==> config.mk <==
export PLATFORM = sky130hd
export DESIGN_NAME = dmem_arbiter
export DESIGN_NICKNAME = d
export VERILOG_FILES = /design/src/rtl/dmem_arbiter.sv
export SDC_FILE = /design/constraint.sdc
export NUM_CORES = 1
export LEC_CHECK = 0
export CAP_MARGIN = 20
export CELL_PAD_IN_SITES_DETAIL_PLACEMENT = 0
export CELL_PAD_IN_SITES_GLOBAL_PLACEMENT = 2
export CORE_AREA = 4 4 170 156
export CTS_CLUSTER_SIZE = 24
export DETAILED_ROUTE_END_ITERATION = 10
export DIE_AREA = 0 0 174 160
export GPL_ROUTABILITY_DRIVEN = 0
export PLACE_DENSITY_LB_ADDON = 0.1
export SETUP_SLACK_MARGIN = 0.4
export SYNTH_ARGS = -nofsm -noshare
export SYNTH_HDL_FRONTEND = slang
export SYNTH_SLANG_ARGS = --single-unit
==> constraint.sdc <==
create_clock -name clk -period 3.5 [get_ports clk]
set_input_delay 0.35 -clock clk [delete_from_list [all_inputs] [get_ports clk]]
set_output_delay 0.35 -clock clk [all_outputs]
set_load 0.005 [all_outputs]
==> src/rtl/dmem_arbiter.sv <==
// Two-requester (CPU, DMA) data-memory arbiter: IDLE -> ACCESS -> RESP, ack 3 edges after grant.
// Optional macro DMEM_ARB_RR_EN selects round-robin on ties; default is fixed CPU priority.
module dmem_arbiter #(
    parameter int ADDR_W = 32,
    parameter int DATA_W = 32
) (
    input  logic              clk,
    input  logic              rst,
    input  logic              cpu_req,
    input  logic              cpu_we,
    input  logic [ADDR_W-1:0] cpu_addr,
    input  logic [DATA_W-1:0] cpu_wd,
    output logic [DATA_W-1:0] cpu_rd,
    output logic              cpu_ack,
    output logic              cpu_stall,
    input  logic              dma_req,
    input  logic              dma_we,
    input  logic [ADDR_W-1:0] dma_addr,
    input  logic [DATA_W-1:0] dma_wd,
    output logic [DATA_W-1:0] dma_rd,
    output logic              dma_ack,
    output logic              mem_en,
    output logic              mem_we,
    output logic [ADDR_W-1:0] mem_addr,
    output logic [DATA_W-1:0] mem_wd,
    input  logic [DATA_W-1:0] mem_rd
);

    typedef enum logic [1:0] {IDLE, ACCESS, RESP} state_t;
    typedef enum logic {OWN_CPU = 1'b0, OWN_DMA = 1'b1} own_t;

    state_t            state_q, state_d;
    own_t              owner_q, owner_d;
    own_t              last_grant_q, last_grant_d;
    logic              we_q, we_d;
    logic [ADDR_W-1:0] addr_q, addr_d;
    logic [DATA_W-1:0] wd_q, wd_d;
    logic [DATA_W-1:0] cpu_rd_q, cpu_rd_d;
    logic [DATA_W-1:0] dma_rd_q, dma_rd_d;
    logic              cpu_ack_q, cpu_ack_d;
    logic              dma_ack_q, dma_ack_d;
    logic              grant_dma;

    always_comb begin
        grant_dma = 1'b0;
`ifdef DMEM_ARB_RR_EN
        // On a tie the DMA wins only when the CPU had the previous grant.
        grant_dma = dma_req && (!cpu_req || (last_grant_q == OWN_CPU));
`else
        grant_dma = dma_req && !cpu_req;
`endif
    end

    always_comb begin
        state_d      = state_q;
        owner_d      = owner_q;
        last_grant_d = last_grant_q;
        we_d         = we_q;
        addr_d       = addr_q;
        wd_d         = wd_q;
        cpu_rd_d     = cpu_rd_q;
        dma_rd_d     = dma_rd_q;
        cpu_ack_d    = 1'b0;
        dma_ack_d    = 1'b0;
        case (state_q)
            IDLE: begin
                if (cpu_req || dma_req) begin
                    owner_d      = grant_dma ? OWN_DMA : OWN_CPU;
                    last_grant_d = grant_dma ? OWN_DMA : OWN_CPU;
                    we_d         = grant_dma ? dma_we   : cpu_we;
                    addr_d       = grant_dma ? dma_addr : cpu_addr;
                    wd_d         = grant_dma ? dma_wd   : cpu_wd;
                    state_d      = ACCESS;
                end
            end
            ACCESS: state_d = RESP;
            RESP: begin
                // Ack and read data are registered together so rd is valid with ack.
                state_d = IDLE;
                if (owner_q == OWN_CPU) begin
                    cpu_ack_d = 1'b1;
                    if (!we_q) cpu_rd_d = mem_rd;
                end else begin
                    dma_ack_d = 1'b1;
                    if (!we_q) dma_rd_d = mem_rd;
                end
            end
            default: state_d = IDLE;
        endcase
    end

    always_ff @(posedge clk) begin
        if (rst) begin
            state_q      <= IDLE;
            owner_q      <= OWN_CPU;
            last_grant_q <= OWN_DMA;
            we_q         <= 1'b0;
            addr_q       <= '0;
            wd_q         <= '0;
            cpu_rd_q     <= '0;
            dma_rd_q     <= '0;
            cpu_ack_q    <= 1'b0;
            dma_ack_q    <= 1'b0;
        end else begin
            state_q      <= state_d;
            owner_q      <= owner_d;
            last_grant_q <= last_grant_d;
            we_q         <= we_d;
            addr_q       <= addr_d;
            wd_q         <= wd_d;
            cpu_rd_q     <= cpu_rd_d;
            dma_rd_q     <= dma_rd_d;
            cpu_ack_q    <= cpu_ack_d;
            dma_ack_q    <= dma_ack_d;
        end
    end

    assign mem_en    = (state_q == ACCESS);
    assign mem_we    = mem_en && we_q;
    assign mem_addr  = addr_q;
    assign mem_wd    = wd_q;
    assign cpu_rd    = cpu_rd_q;
    assign dma_rd    = dma_rd_q;
    assign cpu_ack   = cpu_ack_q;
    assign dma_ack   = dma_ack_q;
    assign cpu_stall = cpu_req && !cpu_ack_q;

endmodule

==> results of run 1 <==
[synthesized netlist by cell type, types with 2 or more instances]
master / count / area, sq um
sky130_fd_sc_hd__nand2_1: 228 / 856
sky130_fd_sc_hd__dfxtp_1: 134 / 2680
sky130_fd_sc_hd__a21oi_1: 100 / 500
sky130_fd_sc_hd__a311oi_1: 55 / 482
sky130_fd_sc_hd__buf_2: 31 / 155
sky130_fd_sc_hd__a21oi_2: 30 / 263
sky130_fd_sc_hd__nand2_2: 30 / 188
sky130_fd_sc_hd__clkbuf_1: 25 / 93.8
sky130_fd_sc_hd__a311oi_2: 10 / 150
sky130_fd_sc_hd__nor2b_1: 5 / 31.3
sky130_fd_sc_hd__buf_4: 3 / 22.5
sky130_fd_sc_hd__buf_6: 3 / 33.8
sky130_fd_sc_hd__buf_8: 2 / 30.0
[cell families after synthesis]
family	share of synthesized area (%)
AO/OA/AOI/OAI	25.0
AND/OR/NAND/NOR	20.9
buffers and inverters	6.33
flip-flops	47.8
[worst max-delay path by stage]
stage                                       start                      end  slack, ns  cells after the start
after global placement                    cpu_req  mem_wd[28]$_SDFFE_PP0P_       1.19                      5
final                     state_q[0]$_SDFFE_PP0P_                   mem_we       1.27                      3
after global routing      state_q[0]$_SDFFE_PP0P_                   mem_we       1.11                      3
after CTS                 state_q[0]$_SDFFE_PP0P_                   mem_we       1.22                      3
after floorplan                 we_q$_SDFFE_PP0P_  cpu_rd[10]$_SDFFE_PP0P_       2.11                      5
after detailed placement                  cpu_req   mem_wd[0]$_SDFFE_PP0P_       1.13                      5
[sequential cells by signal (all words and copies together) (netlist names), 2 cells and up]
signal and cells:
cpu_rd 32, dma_rd 32, mem_addr 32, mem_wd 32, state_q 2
[critical path: cells and delay by family (launching register included)]
kind                   cells  cell delay (ns)
buffers and inverters      1             0.53
and+or+nand+nor            2             0.41
DFF                        1             0.52
[cell usage in the layout, fill, tap and decap left out, types with 4 or more instances in the layout]
master and instances:
sky130_fd_sc_hd__inv_6 4, sky130_fd_sc_hd__nand2_1 228, sky130_fd_sc_hd__buf_4 7, sky130_fd_sc_hd__dfxtp_1 134
sky130_fd_sc_hd__a311oi_1 55, sky130_fd_sc_hd__nor2b_1 4, sky130_fd_sc_hd__a311oi_2 10, sky130_fd_sc_hd__nand2_2 30
sky130_fd_sc_hd__a21oi_1 100, sky130_fd_sc_hd__a21oi_2 30, sky130_fd_sc_hd__clkbuf_16 17, sky130_fd_sc_hd__clkdlybuf4s50_1 297
[layer usage]
metal	vias to the layer above	GRT usage [%]	wire (um)
li1	2835	-	-
met5	-	0	0
met1	2707	18.0	9340
met4	0	4.82	296
met2	208	27.4	11100
met3	17	6.96	2110
[area by class of cell]
cell class | instances | area, sq um | area share (%)
Multi-Input combinational cell | 470 | 2600 | 27.8
Antenna cell | 1 | 2.50 | 0.0267
Timing Repair Buffer | 307 | 3090 | 33.0
Clock inverter | 13 | 170 | 1.82
Clock buffer | 19 | 433 | 4.62
Sequential cell | 134 | 2680 | 28.6
Tap cell | 313 | 392 | 4.18
[report_power, final]
| group | leakage, nW | switching, mW | total [mW] | internal [mW] |
|---|---|---|---|---|
| clock | 0.285 | 0.750 | 1.88 | 1.13 |
| sequential | 1.10 | 0.0641 | 1.69 | 1.63 |
| combinational | 1.84 | 0.347 | 0.797 | 0.450 |
[metrics by stage]
stage | cells | setup WS [ns] | hold slack [ns] | util [%]
after floorplan | 669 | 2.11 | 0.447 | -
after global placement | 1223 | 1.19 | 0.441 | 35.3
after detailed placement | 1224 | 1.13 | 0.447 | 35.4
after CTS | 1256 | 1.22 | 0.456 | 37.8
after global routing | 1257 | 1.11 | 0.475 | 37.8
final | 1257 | 1.27 | 0.455 | 37.8
==> insert_results.sql, run 1 <==
INSERT INTO impl_metrics (metric_group, metric, value, unit) VALUES
('critical_path', 'r2r-start', 'state_q[1]$_SDFFE_PP0P_', ''),
('synth', 'yosys.cell_types.count', '26', ''),
('floorplan', 'dieArea', '27800', 'sq um'),
('cts', 'path_clk_slew', '0.06', 'ns'),
('critical_path', 'cp_slowest_stage_delay', '0.53', 'ns'),
('synth', 'post_synth_net_total', '835', ''),
('routing', 'route.antenna.remaining_nets', '0', ''),
('critical_path', 'cp_slowest_cell', 'sky130_fd_sc_hd__clkdlybuf4s50_1', ''),
('sta', 'timing_hold_violations_final', '0', ''),
('sta', 'rsz0062_at_grt', 'false', ''),
('sta', 'achievable-frequency', '0.449', 'GHz'),
('pwr', 'vdd.ir_drop.worst', '0.000288', 'V'),
('finish', 'n_fill_cell', '2527', ''),
('status', 'run_status', 'complete, no violations', ''),
('sta', 'timing.slew.headroom', '41.1', '%'),
('critical_path', 'timing.setup.critical_path_class', 'reg2out', ''),
('finish', 'finish.net_count', '1096', ''),
('grt', 'gr-usage-all-layers', '16.0', '%'),
('hold_path', 'hold_path_end', 'dma_rd[20]$_SDFFE_PP0P_', ''),
('sta', 'timing.final.crit_period', '2.23', 'ns'),
('pwr', 'power_per_cell_area', '467', 'nW/um^2'),
('cts', 'clock_tree_from_tritoncts', 'built', ''),
('hold_path', 'holdPathStages', '2', ''),
('floorplan', 'rows', '55', ''),
('synth', 'synth_cells', '669', ''),
('critical_path', 'rr_endpoint', 'cpu_rd[13]$_SDFFE_PP0P_', ''),
('placed_design', 'buffers_added_on_ports', '298', ''),
('synth', 'mappedNetlistArea', '5620', 'sq um'),
('job', 'drv.max_cap_violation_count', '0', ''),
('synth', 'main_flop_type_after_synthesis', 'sky130_fd_sc_hd__dfxtp_1', ''),
('critical_path', 'worst-r2r-cell-count', '4', ''),
('grt', 'antenna_violations_before_repair', '1', ''),
('sta', 'finalSetupTns', '0', 'ns'),
('grt', 'grt_pass1_wl', '35000', 'um'),
('sta', 'final.setup_skew', '0.0129', 'ns'),
('pwr', 'power.static_leakage', '3.23', 'nW'),
('cts', 'post_cts_resized', '0', ''),
('cts', 'cts_num_sinks', '134', ''),
('critical_path', 'critical_path_required', '3.15', 'ns'),
('routing', 'drc', '0', ''),
('finish', 'drive_gt1_share', '12.4', '%'),
('grt', 'grt_start_max_net_pins', '75', ''),
('critical_path', 'crit_chain', 'nor2b_1 -> and2_1 -> clkdlybuf4s50_1', ''),
('cts', 'cts.path.max_buffers', '2', ''),
('synth', 'async_flop_share', '0', '%'),
('routing', 'route.vias.total', '5767', ''),
('cts', 'clk-insertion-delay-late', '0.42', 'ns'),
('critical_path', 'r2r_slack', '1.46', 'ns'),
('pwr', 'total_power', '4.37', 'mW'),
('routing', 'firstDrtPassIters', '5', ''),
('synth', 'synth-seq-cells', '134', ''),
('cts', 'root_buffer', 'sky130_fd_sc_hd__clkbuf_16', ''),
('cts', 'postCtsHoldBufs', '0', ''),
('grt', 'via_count_of_the_first_global_routing_pass', '5986', ''),
('routing', 'drt_iter0_drc', '248', ''),
('hold_path', 'hold_class', 'reg2reg', ''),
('grt', 'grt-ovfl-total', '0', ''),
('cts', 'numCtsBuffers', '17', ''),
('sta', 'setup_violations', '0', ''),
('placed_design', 'placement.cell_area', '8770', 'sq um'),
('floorplan', 'io-pin-count', '299', ''),
('critical_path', 'path_max_fanout', '8', ''),
('sta', 'max_slew.worst_pin.slew', '0.884', 'ns'),
('hold_path', 'hold_path.startpoint', 'dma_rd[20]$_SDFFE_PP0P_', ''),
('floorplan', 'floorplan.die.height', '160', 'um'),
('cts', 'htree_levels', '4', ''),
('synth', 'yosys_warnings', '0', ''),
('floorplan', 'fp.coreArea', '24800', 'sq um'),
('synth', 'post_synth.cell_area_avg', '8.40', 'sq um'),
('finish', 'finish.instance_area', '9380', 'sq um'),
('critical_path', 'worstSetupEndpointType', 'output port', ''),
('synth', 'synth_enable_flop_cells', '0', ''),
('sta', 'fin_crit_sh', '63.6', '%'),
('critical_path', 'arrival_time_reported_for_the_critical_path_endpoint', '1.88', 'ns'),
('floorplan', 'initial_utilization', '22.7', '%'),
('sta', 'final_max_slew_viol_count', '0', ''),
('cts', 'cts_setup_buffers', '0', ''),
('routing', 'detail_route.vias_per_cell', '4.59', ''),
('floorplan', 'die_width', '174', 'um'),
('critical_path', 'timing.critical_path.from_type', 'flop', ''),
('placed_design', 'dp_hpwl', '15400', 'um'),
('routing', 'final_routed_wire_length_divided_by_cell_count', '18.2', 'um'),
('finish', 'area.growth.synth_to_final', '66.9', '%'),
('routing', 'routed_wl', '22900', 'um'),
('synth', 'yosysSeqAreaShare', '47.8', '%');
No activity file was read; power rests on OpenSTA's default activity.
==> run 2: changes to the inputs <==
Settings changed: CORE_AREA 4 4 170 156 to 4 4 178 163, DIE_AREA 0 0 174 160 to 0 0 182 167.
Clock period 3.5 ns to 2.2 ns, I/O delays scaled along.
==> run 2 against run 1 <==
Against the previous run: utilization is 2.3 points lower; clock skew hardly changed; count of clock-buffer cells in the layout down 1; clock power rose by 78%; global-route usage decreased by 0.87 points; final cell count up 4.0%; highest routed layer unchanged.
==> insert_results.sql, run 2 (synthesized netlist as in run 1, its figures left out) <==
INSERT INTO impl_metrics (metric_group, metric, value, unit) VALUES
('grt', 'antenna_violations_before_repair', '1', ''),
('sta', 'setup_violations', '0', ''),
('floorplan', 'rows', '57', ''),
('hold_path', 'holdPathStages', '3', ''),
('placed_design', 'buffers_added_on_ports', '298', ''),
('routing', 'route.vias.total', '5770', ''),
('finish', 'finish.instance_area', '9560', 'sq um'),
('pwr', 'power_per_cell_area', '766', 'nW/um^2'),
('cts', 'cts_num_sinks', '134', ''),
('finish', 'most_common_cell_after_layout_fill_and_taps_aside', 'sky130_fd_sc_hd__clkdlybuf4s50_1', ''),
('cts', 'cts.path.max_buffers', '2', ''),
('sta', 'timing.final.crit_period', '1.69', 'ns'),
('cts', 'htree_levels', '4', ''),
('pwr', 'vdd.ir_drop.worst', '0.000475', 'V'),
('finish', 'postLayoutCoreUtil', '35.6', '%'),
('cts', 'root_buffer', 'sky130_fd_sc_hd__clkbuf_16', ''),
('pwr', 'internal_power', '5.46', 'mW'),
('sta', 'max_slew.worst_pin.slew', '0.858', 'ns'),
('floorplan', 'initial_utilization', '20.9', '%'),
('critical_path', 'worstSetupEndpointType', 'output port', ''),
('cts', 'clk-insertion-delay-late', '0.43', 'ns'),
('routing', 'detail_route.vias_per_cell', '4.41', ''),
('sta', 'rsz0062_at_grt', 'false', ''),
('finish', 'mostFrequentLayoutCells', 'sky130_fd_sc_hd__clkdlybuf4s50_1 (295), sky130_fd_sc_hd__nand2_1 (228), sky130_fd_sc_hd__dfxtp_1 (132)', ''),
('pwr', 'switchingPower', '1.86', 'mW'),
('finish', 'finish.net_count', '1104', ''),
('pwr', 'netSwitchingFraction', '25.4', '%'),
('placed_design', 'placement.cell_area', '8870', 'sq um'),
('critical_path', 'arrival_time_reported_for_the_critical_path_endpoint', '1.47', 'ns'),
('placed_design', 'dp_hpwl', '16500', 'um'),
('sta', 'timing.slew.headroom', '42.8', '%'),
('grt', 'grt_start_max_net_pins', '67', ''),
('pwr', 'power.sequential.fraction', '36.8', '%'),
('floorplan', 'die_width', '182', 'um'),
('critical_path', 'path_max_fanout', '5', ''),
('sta', 'finalSetupTns', '0', 'ns'),
('floorplan', 'floorplan.die.height', '167', 'um'),
('grt', 'grt-ovfl-total', '0', ''),
('cts', 'path_clk_slew', '0.06', 'ns'),
('sta', 'achievable-frequency', '0.591', 'GHz'),
('critical_path', 'worst-r2r-cell-count', '4', ''),
('routing', 'firstDrtPassIters', '4', ''),
('floorplan', 'dieArea', '30400', 'sq um'),
('sta', 'fin_crit_sh', '77.0', '%'),
('sta', 'fin_ws', '0.507', 'ns'),
('cts', 'cts_setup_buffers', '0', ''),
('finish', 'area.growth.synth_to_final', '70.3', '%'),
('cts', 'clock_tree_from_tritoncts', 'built', ''),
('cts', 'numCtsBuffers', '17', ''),
('finish', 'drive_gt1_share', '13.6', '%'),
('grt', 'via_count_of_the_first_global_routing_pass', '5936', ''),
('routing', 'final_routed_wire_length_divided_by_cell_count', '18.1', 'um'),
('floorplan', 'io-pin-count', '299', ''),
('pwr', 'p_comb_share', '17.6', '%'),
('pwr', 'p_clk_share', '45.6', '%'),
('critical_path', 'timing.critical_path.from_type', 'primary input', ''),
('routing', 'drc', '0', ''),
('critical_path', 'timing.setup.critical_path_class', 'in2out', ''),
('critical_path', 'critical_path_required', '1.98', 'ns'),
('routing', 'route.antenna.remaining_nets', '0', ''),
('routing', 'drt_iter0_drc', '358', ''),
('status', 'run_status', 'complete, no violations', ''),
('sta', 'final_max_slew_viol_count', '0', ''),
('grt', 'grt_pass1_wl', '36000', 'um'),
('pwr', 'power.static_leakage', '3.31', 'nW'),
('grt', 'gr-usage-all-layers', '15.1', '%'),
('sta', 'timing_hold_violations_final', '0', ''),
('hold_path', 'hold_class', 'in2reg', ''),
('placed_design', 'pre_cts_setup_slack', '0.0696', 'ns'),
('cts', 'postCtsHoldBufs', '0', ''),
('job', 'drv.max_cap_violation_count', '0', ''),
('floorplan', 'fp.coreArea', '26900', 'sq um'),
('sta', 'final.setup_skew', '0.0125', 'ns'),
('routing', 'routed_wl', '23700', 'um');
run 2: cell count changes in the layout (fill, tap and decap cells not counted), moves of 2 or more:
cell | before | now
sky130_fd_sc_hd__dlygate4sd2_1 | 0 | 2
sky130_fd_sc_hd__clkdlybuf4s50_1 | 297 | 295
sky130_fd_sc_hd__dfxtp_1 | 134 | 132
sky130_fd_sc_hd__clkinvlp_4 | 3 | 0
sky130_fd_sc_hd__bufinv_16 | 3 | 6
sky130_fd_sc_hd__clkinv_4 | 2 | 4
sky130_fd_sc_hd__buf_4 | 7 | 14
run 2: layout make-up:
| class | instances | area [sq um] |
|---|---|---|
| fill | 2777 | 17300 |
| timing repair buffer | 315 | 3150 |
| sequential | 134 | 2690 |
| multi-input combinational | 470 | 2610 |
| tap | 354 | 443 |
| clock buffer | 18 | 429 |
| clock inverter | 14 | 246 |
| antenna | 2 | 5.00 |
run 2: power by group through the flow:
stage | Clock (mW) | Combinational [mW] | Sequential (mW)
after floorplan | 0 | 0.506 | 2.75
final | 3.34 | 1.29 | 2.70
after global placement | 0 | 1.30 | 2.75
after CTS | 3.43 | 1.31 | 2.70
after global routing | 3.53 | 1.40 | 2.72
after detailed placement | 0 | 1.31 | 2.75
run 2: final timing paths:
path | startpoint | to | slack (ns)
setup / recovery | cpu_req | cpu_stall | 0.51
hold / removal | dma_addr[0] | mem_addr[0]$_SDFFE_PP0P_ | 0.37
setup reg to reg | we_q$_SDFFE_PP0P_ | cpu_rd[21]$_SDFFE_PP0P_ | 0.52
hold reg to reg | dma_rd[21]$_SDFFE_PP0P_ | dma_rd[21]$_SDFFE_PP0P_ | 0.45
run 2: what timing repair did:
item / 4_1_cts / 5_1_grt
cloned: 0 / 0
pin swaps: 0 / 0
setup endpoints to repair: 6 / 3
resized for setup: 6 / 1
run 2: worst max-delay path: stages:
cell and delay (ns):
sky130_fd_sc_hd__clkdlybuf4s50_1 0.57, sky130_fd_sc_hd__nor2b_1 0.17, sky130_fd_sc_hd__clkdlybuf4s50_1 0.51
run 2: per-stage QoR:
step                std cells  power, mW  hold slack (ns)
floorplan                 669       3.25            0.317
finish                   1307       7.33            0.368
global route             1306       7.65            0.353
detailed placement       1273       4.05            0.447
CTS                      1305       7.44            0.342
global placement         1273       4.04            0.441
run 2: routing by layer:
layer	wire, um	global-route usage [%]
met3	2320	6.89
met2	10700	23.3
met4	296	4.08
met5	0	0
met1	10400	19.1
